==> src/rtl/fifo_pkg.sv <==
// Shared types and helpers for the FIFO dequeue-side reader.
// Occupancy encoding of the skid buffer and packet counter sizing.
package fifo_pkg;

    typedef logic [1:0] occ_t;

    localparam occ_t OCC_EMPTY = 2'd0;
    localparam occ_t OCC_ONE   = 2'd1;
    localparam occ_t OCC_FULL  = 2'd2;

    // Counter width for a packet of len words; never narrower than one bit.
    function automatic int pkt_cnt_w(input int len);
        return ($clog2(len) > 1) ? $clog2(len) : 1;
    endfunction

endpackage

==> src/rtl/fifo_rd_skid.sv <==
// Two-entry skid buffer between the FIFO read port and the output stream.
// state | meaning: EMPTY | no word held; ONE | entry0 valid; FULL | entry0 and entry1 valid
module fifo_rd_skid
    import fifo_pkg::*;
#(
    parameter int DATA_W = 8
) (
    input  logic              clk,
    input  logic              rst,
    input  logic              push,
    input  logic [DATA_W-1:0] push_data,
    input  logic              pop,
    input  logic              flush,
    output logic              valid,
    output logic [DATA_W-1:0] data,
    output occ_t              level
);

    occ_t              occ, occ_nxt;
    logic [DATA_W-1:0] entry0, entry0_nxt;
    logic [DATA_W-1:0] entry1, entry1_nxt;

    always_ff @(posedge clk or posedge rst) begin
        if (rst) begin
            occ    <= OCC_EMPTY;
            entry0 <= '0;
            entry1 <= '0;
        end else begin
            occ    <= occ_nxt;
            entry0 <= entry0_nxt;
            entry1 <= entry1_nxt;
        end
    end

    always_comb begin
        occ_nxt    = occ;
        entry0_nxt = entry0;
        entry1_nxt = entry1;
        if (flush) begin
            occ_nxt = OCC_EMPTY;
        end else begin
            unique case (occ)
                OCC_EMPTY: begin
                    if (push) begin
                        entry0_nxt = push_data;
                        occ_nxt    = OCC_ONE;
                    end
                end
                OCC_ONE: begin
                    if (push && !pop) begin
                        entry1_nxt = push_data;
                        occ_nxt    = OCC_FULL;
                    end else if (push && pop) begin
                        entry0_nxt = push_data;
                    end else if (pop) begin
                        occ_nxt = OCC_EMPTY;
                    end
                end
                OCC_FULL: begin
                    // The top never pushes here, so only a drain can occur.
                    if (pop) begin
                        entry0_nxt = entry1;
                        occ_nxt    = OCC_ONE;
                    end
                end
                default: occ_nxt = OCC_EMPTY;
            endcase
        end
    end

    assign valid = (occ != OCC_EMPTY);
    assign data  = entry0;
    assign level = occ;

endmodule

==> src/rtl/my_fifo_reader.sv <==
// Drains a first-word-fall-through FIFO into a framed valid/ready stream.
// The read enable is registered-only with respect to the downstream ready.
module my_fifo_reader
    import fifo_pkg::*;
#(
    parameter int DATA_W  = 8,
    parameter int PKT_LEN = 4
) (
    input  logic              clk,
    input  logic              rst,
    output logic              o_rden,
    input  logic [DATA_W-1:0] i_rddata,
    input  logic              i_empty,
    input  logic              i_flush,
    output logic              o_valid,
    output logic [DATA_W-1:0] o_data,
    output logic              o_last,
    input  logic              i_ready,
    output logic [1:0]        o_level
);

    localparam int               CNT_W    = pkt_cnt_w(PKT_LEN);
    localparam logic [CNT_W-1:0] CNT_LAST = CNT_W'(PKT_LEN - 1);

    logic             ready_rg;
    logic             hs;
    occ_t             level;
    logic [CNT_W-1:0] pkt_cnt, pkt_cnt_nxt;

    // Holds off the first pop until one full clock after reset release.
    always_ff @(posedge clk or posedge rst) begin
        if (rst) ready_rg <= 1'b0;
        else     ready_rg <= 1'b1;
    end

    assign o_rden = ready_rg & ~i_empty & (level < OCC_FULL) & ~i_flush;
    assign hs     = o_valid & i_ready;

    always_comb begin
        pkt_cnt_nxt = pkt_cnt;
        if (i_flush) begin
            pkt_cnt_nxt = '0;
        end else if (hs) begin
            pkt_cnt_nxt = (pkt_cnt == CNT_LAST) ? '0 : pkt_cnt + CNT_W'(1);
        end
    end

    always_ff @(posedge clk or posedge rst) begin
        if (rst) pkt_cnt <= '0;
        else     pkt_cnt <= pkt_cnt_nxt;
    end

    assign o_last  = o_valid & (pkt_cnt == CNT_LAST);
    assign o_level = level;

    fifo_rd_skid #(
        .DATA_W(DATA_W)
    ) u_skid (
        .clk      (clk),
        .rst      (rst),
        .push     (o_rden),
        .push_data(i_rddata),
        .pop      (hs),
        .flush    (i_flush),
        .valid    (o_valid),
        .data     (o_data),
        .level    (level)
    );

endmodule

==> config.mk <==
export PLATFORM = sky130hd
export DESIGN_NAME = my_fifo_reader
export DESIGN_NICKNAME = d
export VERILOG_FILES = /design/src/rtl/fifo_pkg.sv /design/src/rtl/fifo_rd_skid.sv /design/src/rtl/my_fifo_reader.sv
export SDC_FILE = /design/constraint.sdc
export NUM_CORES = 1
export LEC_CHECK = 0
export ABC_AREA = 1
export BUFFER_PORTS_ARGS = -buffer_cell sky130_fd_sc_hd__buf_2
export CAP_MARGIN = 20
export CELL_PAD_IN_SITES_DETAIL_PLACEMENT = 0
export CELL_PAD_IN_SITES_GLOBAL_PLACEMENT = 1
export CORE_UTILIZATION = 35
export CTS_CLUSTER_SIZE = 8
export DETAILED_ROUTE_END_ITERATION = 8
export GPL_TIMING_DRIVEN = 0
export PLACE_DENSITY_LB_ADDON = 0.1
export SYNTH_ARGS = -nofsm -noshare
export SYNTH_HDL_FRONTEND = slang
export SYNTH_SLANG_ARGS = --single-unit
==> constraint.sdc <==
create_clock -name clk -period 2.1 [get_ports clk]
set_input_delay 0.21 -clock clk [delete_from_list [all_inputs] [get_ports clk]]
set_output_delay 0.21 -clock clk [all_outputs]
set_load 0.005 [all_outputs]
After elaboration in Yosys (flattened, before gate mapping)
Cells that the tools add are included.

storage, ports and cells
  register bits = 21
  input bits = 13
  output and inout bits = 13
  word-level logic and storage cells = 50

cells by class
  $add $sub $neg = 1
  order comparisons = 1
  equal/unequal tests = 11
  multiplexer cells = 15
  bitwise logic cells = 7
  reductions and logical operators = 10

operator list
  cell                                                count
  two-way mux 8 bit                                   4
  one-hot mux 8 bit (3 select lines)                  1
  two-way mux 2 bit                                   9
  != test 2 x 1 -> 1 bit (second input constant)      3
  != test 3 x 2 -> 1 bit (second input constant)      2
  one-hot mux 2 bit (3 select lines)                  1
  AND reduction 6 bit                                 1
  bitwise AND 1 bit                                   5
  == test 2 bit (second input constant)               2
  != test 4 x 2 -> 1 bit (second input constant)      1
  != test 4 x 3 -> 1 bit (second input constant)      1
  AND reduction 4 bit                                 1
  nonzero test 2 bit                                  2
  AND reduction 3 bit                                 1
  nonzero test 3 bit                                  1
  adder 2 x 1 -> 2 bit (second input constant)        1
  == test 2 x 1 -> 1 bit (second input constant)      1
  logical AND 1 bit                                   2
  logical NOT 2 bit                                   1
  less-than comparator 2 bit (second input constant)  1
  != test 2 bit (second input constant)               1
  NOT 1 bit                                           2
  logical NOT 1 bit                                   1

Logic depth before layout (Yosys ltp)
  depth in word-level cells = 9
  depth in mapped cells = 9
  depth with buffers taken out = 9

By module
A second synthesis with hierarchy kept.

second synthesis, totals
  cells, all modules = 142
  area, all modules = 1,159.9 sq um

by module, submodules not included
  module          instances  cells an instance  area an instance (sq um)  sequential area each (sq um)
  fifo_rd_skid    1          121                999.7                     450.4
  my_fifo_reader  1          21                 160.2                     75.1

Least setup slack after synthesis
No wires, ideal clock.

  path kind = reg2reg
  start point = reg u_skid.occ[1] (netlist: u_skid.level[1])
  end point = reg u_skid.entry0[0] (netlist: u_skid.data[0])
  setup time = 123 ps
  data arrival time = 1,150 ps
  setup slack = 826 ps
  cell stages (with the launch flop) = 10
  period minus slack after synthesis = 1,274 ps
  cells stage by stage = dfrtp_1 -> inv_2 -> nand2_2 -> nor2_4 -> nand2_1 -> nand2_2 -> nand2_4 -> buf_6 -> nand2_2 -> o21ai_2

between the ends
  longest elaborated chain between the ends = 6

ends and longest elaborated chain
  what                                                                             line                                    text
  start, declared                                                                  fifo_rd_skid.sv:19                      occ_t occ, occ_nxt;
  start signal, assigned                                                           fifo_rd_skid.sv:29                      occ <= occ_nxt;
  less-than comparator 2 bit (*)                                                   my_fifo_reader.sv:36                    assign o_rden = ready_rg & ~i_empty & (level < OCC_FULL) & ~i_flush;
  bitwise AND 1 bit (*) (2 in series)                                              my_fifo_reader.sv:36
  named net o_rden                                                                 my_fifo_reader.sv:11                    output logic o_rden,
  logical AND 1 bit, on equally long branches                                      fifo_rd_skid.sv:50, fifo_rd_skid.sv:53
  != test 2 bit (no source line) / != test 2 x 1 -> 1 bit (equally long branches)  n/a
  AND reduction 6 bit (no source line) (*)                                         n/a
  end signal, assigned                                                             fifo_rd_skid.sv:30                      entry0 <= entry0_nxt;
  end, declared                                                                    fifo_rd_skid.sv:20                      logic [DATA_W-1:0] entry0, entry0_nxt;

The timed path passes the listed nets; every way through them passes the cells marked *.
A chain may end at the register's enable or synchronous reset.

Worst setup path after layout
  start point = reg u_skid.occ[0] (netlist: u_skid.level[0])
  end point = reg u_skid.entry0[7] (netlist: u_skid.data[7])

between the ends
  longest elaborated chain between the ends = 6

ends and longest elaborated chain
  what                                                                             line
  less-than comparator 2 bit / nonzero test 2 bit (equally long branches)          my_fifo_reader.sv:36, fifo_rd_skid.sv:71
  bitwise AND 1 bit, on equally long branches                                      my_fifo_reader.sv:36, my_fifo_reader.sv:37
  bitwise AND 1 bit / logical NOT 1 bit (equally long branches)                    my_fifo_reader.sv:36, fifo_rd_skid.sv:50
  logical AND 1 bit, on equally long branches                                      fifo_rd_skid.sv:50, fifo_rd_skid.sv:53
  != test 2 bit (no source line) / != test 2 x 1 -> 1 bit (equally long branches)  n/a
  AND reduction 6 bit (no source line)                                             n/a

Several ways; a longest one is shown, not always the timed one.

==> metrics.log <==
[metrics] endpoint of the lowest-slack register-to-register path: u_skid.data[7]
[metrics] H-tree levels: 1
[metrics] reg-to-reg critical path startpoint: u_skid.level[0]
[metrics] DRC violations left: 4
[metrics] routed length per instance: 11.0 um
[metrics] final count of pins violating max slew: 0
[metrics] drt first pass iters: 6
[metrics] max frequency: 0.655 GHz
[metrics] commonest cells after routing, fill and taps aside: sky130_fd_sc_hd__nand2_1 (36), sky130_fd_sc_hd__buf_2 (26), sky130_fd_sc_hd__dfrtp_1 (21)
[metrics] number of hold violations in the final report: 0
[metrics] core region area: between 0.002 and 0.003 mm^2
[metrics] HPWL after DPL: 1.58 mm
[metrics] Hold WC Path Type: in -> async
[metrics] met1 routing resource usage after global routing: a little over a fifth
[metrics] die area: 0.00326 mm^2
[metrics] power per cell area: 1150 mW/mm^2
[metrics] proportion of layout cells with a drive suffix above 1: 33.8%
[metrics] critical path launch point type: flop
[metrics] met2 Use GR: between 15 and 20%
[metrics] antenna cells: 0
[metrics] violations in the final reports: design-rule violations
[metrics] first-pass GRT wire length: 3.39 mm
[metrics] M3 GR Usage: 2.27%
[metrics] number of primary I/O pins: 26
[metrics] required arrival time at the worst endpoint: 2300 ps
[metrics] max capacitance violation total: 0
[metrics] routed vias/inst: approximately 4.6
[metrics] CP max FO: 10
[metrics] cells resized by post-CTS repair: 0
[metrics] reg-to-reg slack, setup: 570 ps
[metrics] PnR Total Power: between 1000 and 1500 uW
[metrics] share of the yosys chip area belonging to registers: about half
[metrics] maximum vdd ir drop: between 0.0004 and 0.0005 V
[metrics] synthesized instance count: 128
[metrics] clock period minus final worst setup slack: 1530 ps
[metrics] most used routing layer in global routing: met1
[metrics] Post-Synthesis Net Count: 142
[metrics] critical path startpoint: u_skid.level[0]
[metrics] final critical-path share of the clock period: 72.7%
[metrics] number of fill cells in the layout: 309
[metrics] Critical Path Sink: u_skid.data[7]
[metrics] die boundary width: 57.1 um
[metrics] area growth from synthesis to layout: 18.0%
[metrics] most common cell after layout, fill and taps aside: sky130_fd_sc_hd__nand2_1
[metrics] Clock Sinks: 21
[metrics] Final Net Count: 172
[metrics] Yosys reg bits: 21
[metrics] vertical die dimension: 57.1 um
[metrics] leakage power: 0.000708 uW
[metrics] post-cts hold buffer count: 0
[metrics] clock-pin slew reported for the worst setup and hold paths after clock tree synthesis: 120 ps
[metrics] Total Wirelength: between 2 and 2.5 mm
[metrics] antenna violations before repair: 0
[metrics] Critical Path AT: around 1700 ps
[metrics] Post-Route Skew: 2.16 ps
[metrics] iteration-0 DRC count of the detailed router: 43
[metrics] Syn. warnings: 0
[metrics] buffer type at the clock tree root: sky130_fd_sc_hd__clkbuf_4
[metrics] outcome: finished, violations left
[metrics] final count of negative-setup-slack endpoints: 0
[metrics] via count of the routed design: 860
[metrics] initial standard-cell utilization of the core: 37.8%
[metrics] number of different library cells in the post-synthesis netlist: 21
[metrics] cell count of the worst reg-to-reg path: 5
[metrics] maximum clock insertion buffer count: 2
[metrics] worst slew margin relative to its limit: around 47%
[metrics] Final ANT Viol Nets: 0
[metrics] number of global-route vias before repair: 776
[metrics] worst skew pair latency: 300 ps
[metrics] final sum of negative setup slack: 0 ps
[metrics] Post-CTS Setup Bufs: 0
[metrics] cell area after synthesis: roughly 0.0011 mm^2
[metrics] crit end category: flop
[metrics] count of buffers inserted at the top-level ports: 25
[metrics] number of standard-cell rows in the floorplan: 19
[metrics] weighted congestion reported at the end of routability-driven placement: around 0.71
[metrics] largest net degree at the start of global routing: 22
[metrics] clock tree from TritonCTS: built
[metrics] Syn Area/Cell: 8.29 um^2
[metrics] start-to-end type of the worst setup path: reg -> reg
[metrics] overall fraction of global-route tracks in use: about 14%
[metrics] total gr overflow: 0
[metrics] transition time at the pin with the least slew margin: roughly 800 ps
[metrics] total clock buffers created by CTS: 3
[metrics] setup repair after global routing missed its margin: no
[state kept, by name (all words and copies together) (netlist names)]
signal / cells
ready_rg: 1
u_skid.level: 2
u_skid.data: 8
pkt_cnt: 2
u_skid.entry1: 8
[through the flow]
step | hold WS (ps) | utilization, % | std cells | area, um^2 | setup slack (ps)
global placement | 405 | 43.7 | 184 | 1220 | 575
detailed placement | 404 | 43.7 | 184 | 1220 | 581
floorplan | 187 | - | 128 | 1060 | 826
CTS | 56.4 | 44.6 | 188 | 1250 | 565
global route | 91.8 | 44.6 | 188 | 1250 | 395
finish | 34.1 | 44.6 | 188 | 1250 | 574
[area by class of cell]
cell class,instances,area (um^2),area share (%)
inverter,20,75.1,5.99
clock inverter,1,5.00,0.400
multi-input combinational,84,440,35.2
timing repair buffer,25,125,9.99
tap,31,38.8,3.10
clock buffer,3,22.5,1.80
buffer,3,20.0,1.60
sequential,21,526,42.0
[Yosys cell counts]
cell / instances / area (um^2)
sky130_fd_sc_hd__o21ai_0: 10 / 50.1
sky130_fd_sc_hd__dfrtp_1: 21 / 526
sky130_fd_sc_hd__o21ai_2: 9 / 78.8
sky130_fd_sc_hd__nand2_2: 7 / 43.8
sky130_fd_sc_hd__inv_1: 17 / 63.8
sky130_fd_sc_hd__buf_6: 1 / 11.3
sky130_fd_sc_hd__conb_1: 1 / 3.75
sky130_fd_sc_hd__nand4_1: 1 / 6.26
sky130_fd_sc_hd__nand3_2: 1 / 10.0
sky130_fd_sc_hd__clkbuf_1: 1 / 3.75
sky130_fd_sc_hd__ha_1: 1 / 12.5
sky130_fd_sc_hd__nand3_1: 4 / 20.0
sky130_fd_sc_hd__nand2_4: 1 / 11.3
sky130_fd_sc_hd__nand2_1: 36 / 135
sky130_fd_sc_hd__nor2_4: 1 / 11.3
sky130_fd_sc_hd__o21ai_1: 8 / 40.0
sky130_fd_sc_hd__nor2_2: 1 / 6.26
sky130_fd_sc_hd__clkinv_1: 1 / 3.75
sky130_fd_sc_hd__inv_2: 2 / 7.51
sky130_fd_sc_hd__nor2_1: 3 / 11.3
sky130_fd_sc_hd__buf_2: 1 / 5.00
[cell families (layout without fill, tap and decap cells)]
logic type,after synthesis,in the layout,share of synthesized area [%]
compound gates,27,27,15.9
fa+ha+maj,1,1,1.18
buf+inv,23,52,8.96
flops,21,21,49.5
other cells,1,1,0.353
simple gates,55,55,24.1
[critical path, cell delays in order, from the launching register on]
cell and delay [ps]:
sky130_fd_sc_hd__dfrtp_1 440, sky130_fd_sc_hd__inv_1 140, sky130_fd_sc_hd__nand2_2 140, sky130_fd_sc_hd__clkbuf_1 240
sky130_fd_sc_hd__o21ai_0 360, sky130_fd_sc_hd__o21ai_2 100
[how the worst min path moves through the flow]
stage / endpoint / startpoint / cells after the start / slack [ps]
after floorplan: pkt_cnt[0] / rst / 1 / 190
after global placement: pkt_cnt[1] / rst / 2 / 410
after detailed placement: pkt_cnt[1] / rst / 2 / 400
after CTS: u_skid.entry1[1] / rst / 2 / 60
after global routing: pkt_cnt[0] / rst / 2 / 90
final: u_skid.entry1[3] / rst / 2 / 30
[layer usage]
layer  share of wire [%]  wire length [um]
met5                   0                 0
met4                 1.3                27
met3                 4.2                86
met2                  44               910
met1                  50              1040
[power breakdown]
part           total (uW)  leakage [uW]  internal (uW)  switching, uW
clock network         199     0.0000177           71.1            128
logic                 587      0.000424            252            335
registers             653      0.000266            567           86.3
total                1440      0.000708            889            549
(Power assumes the default switching activity.)
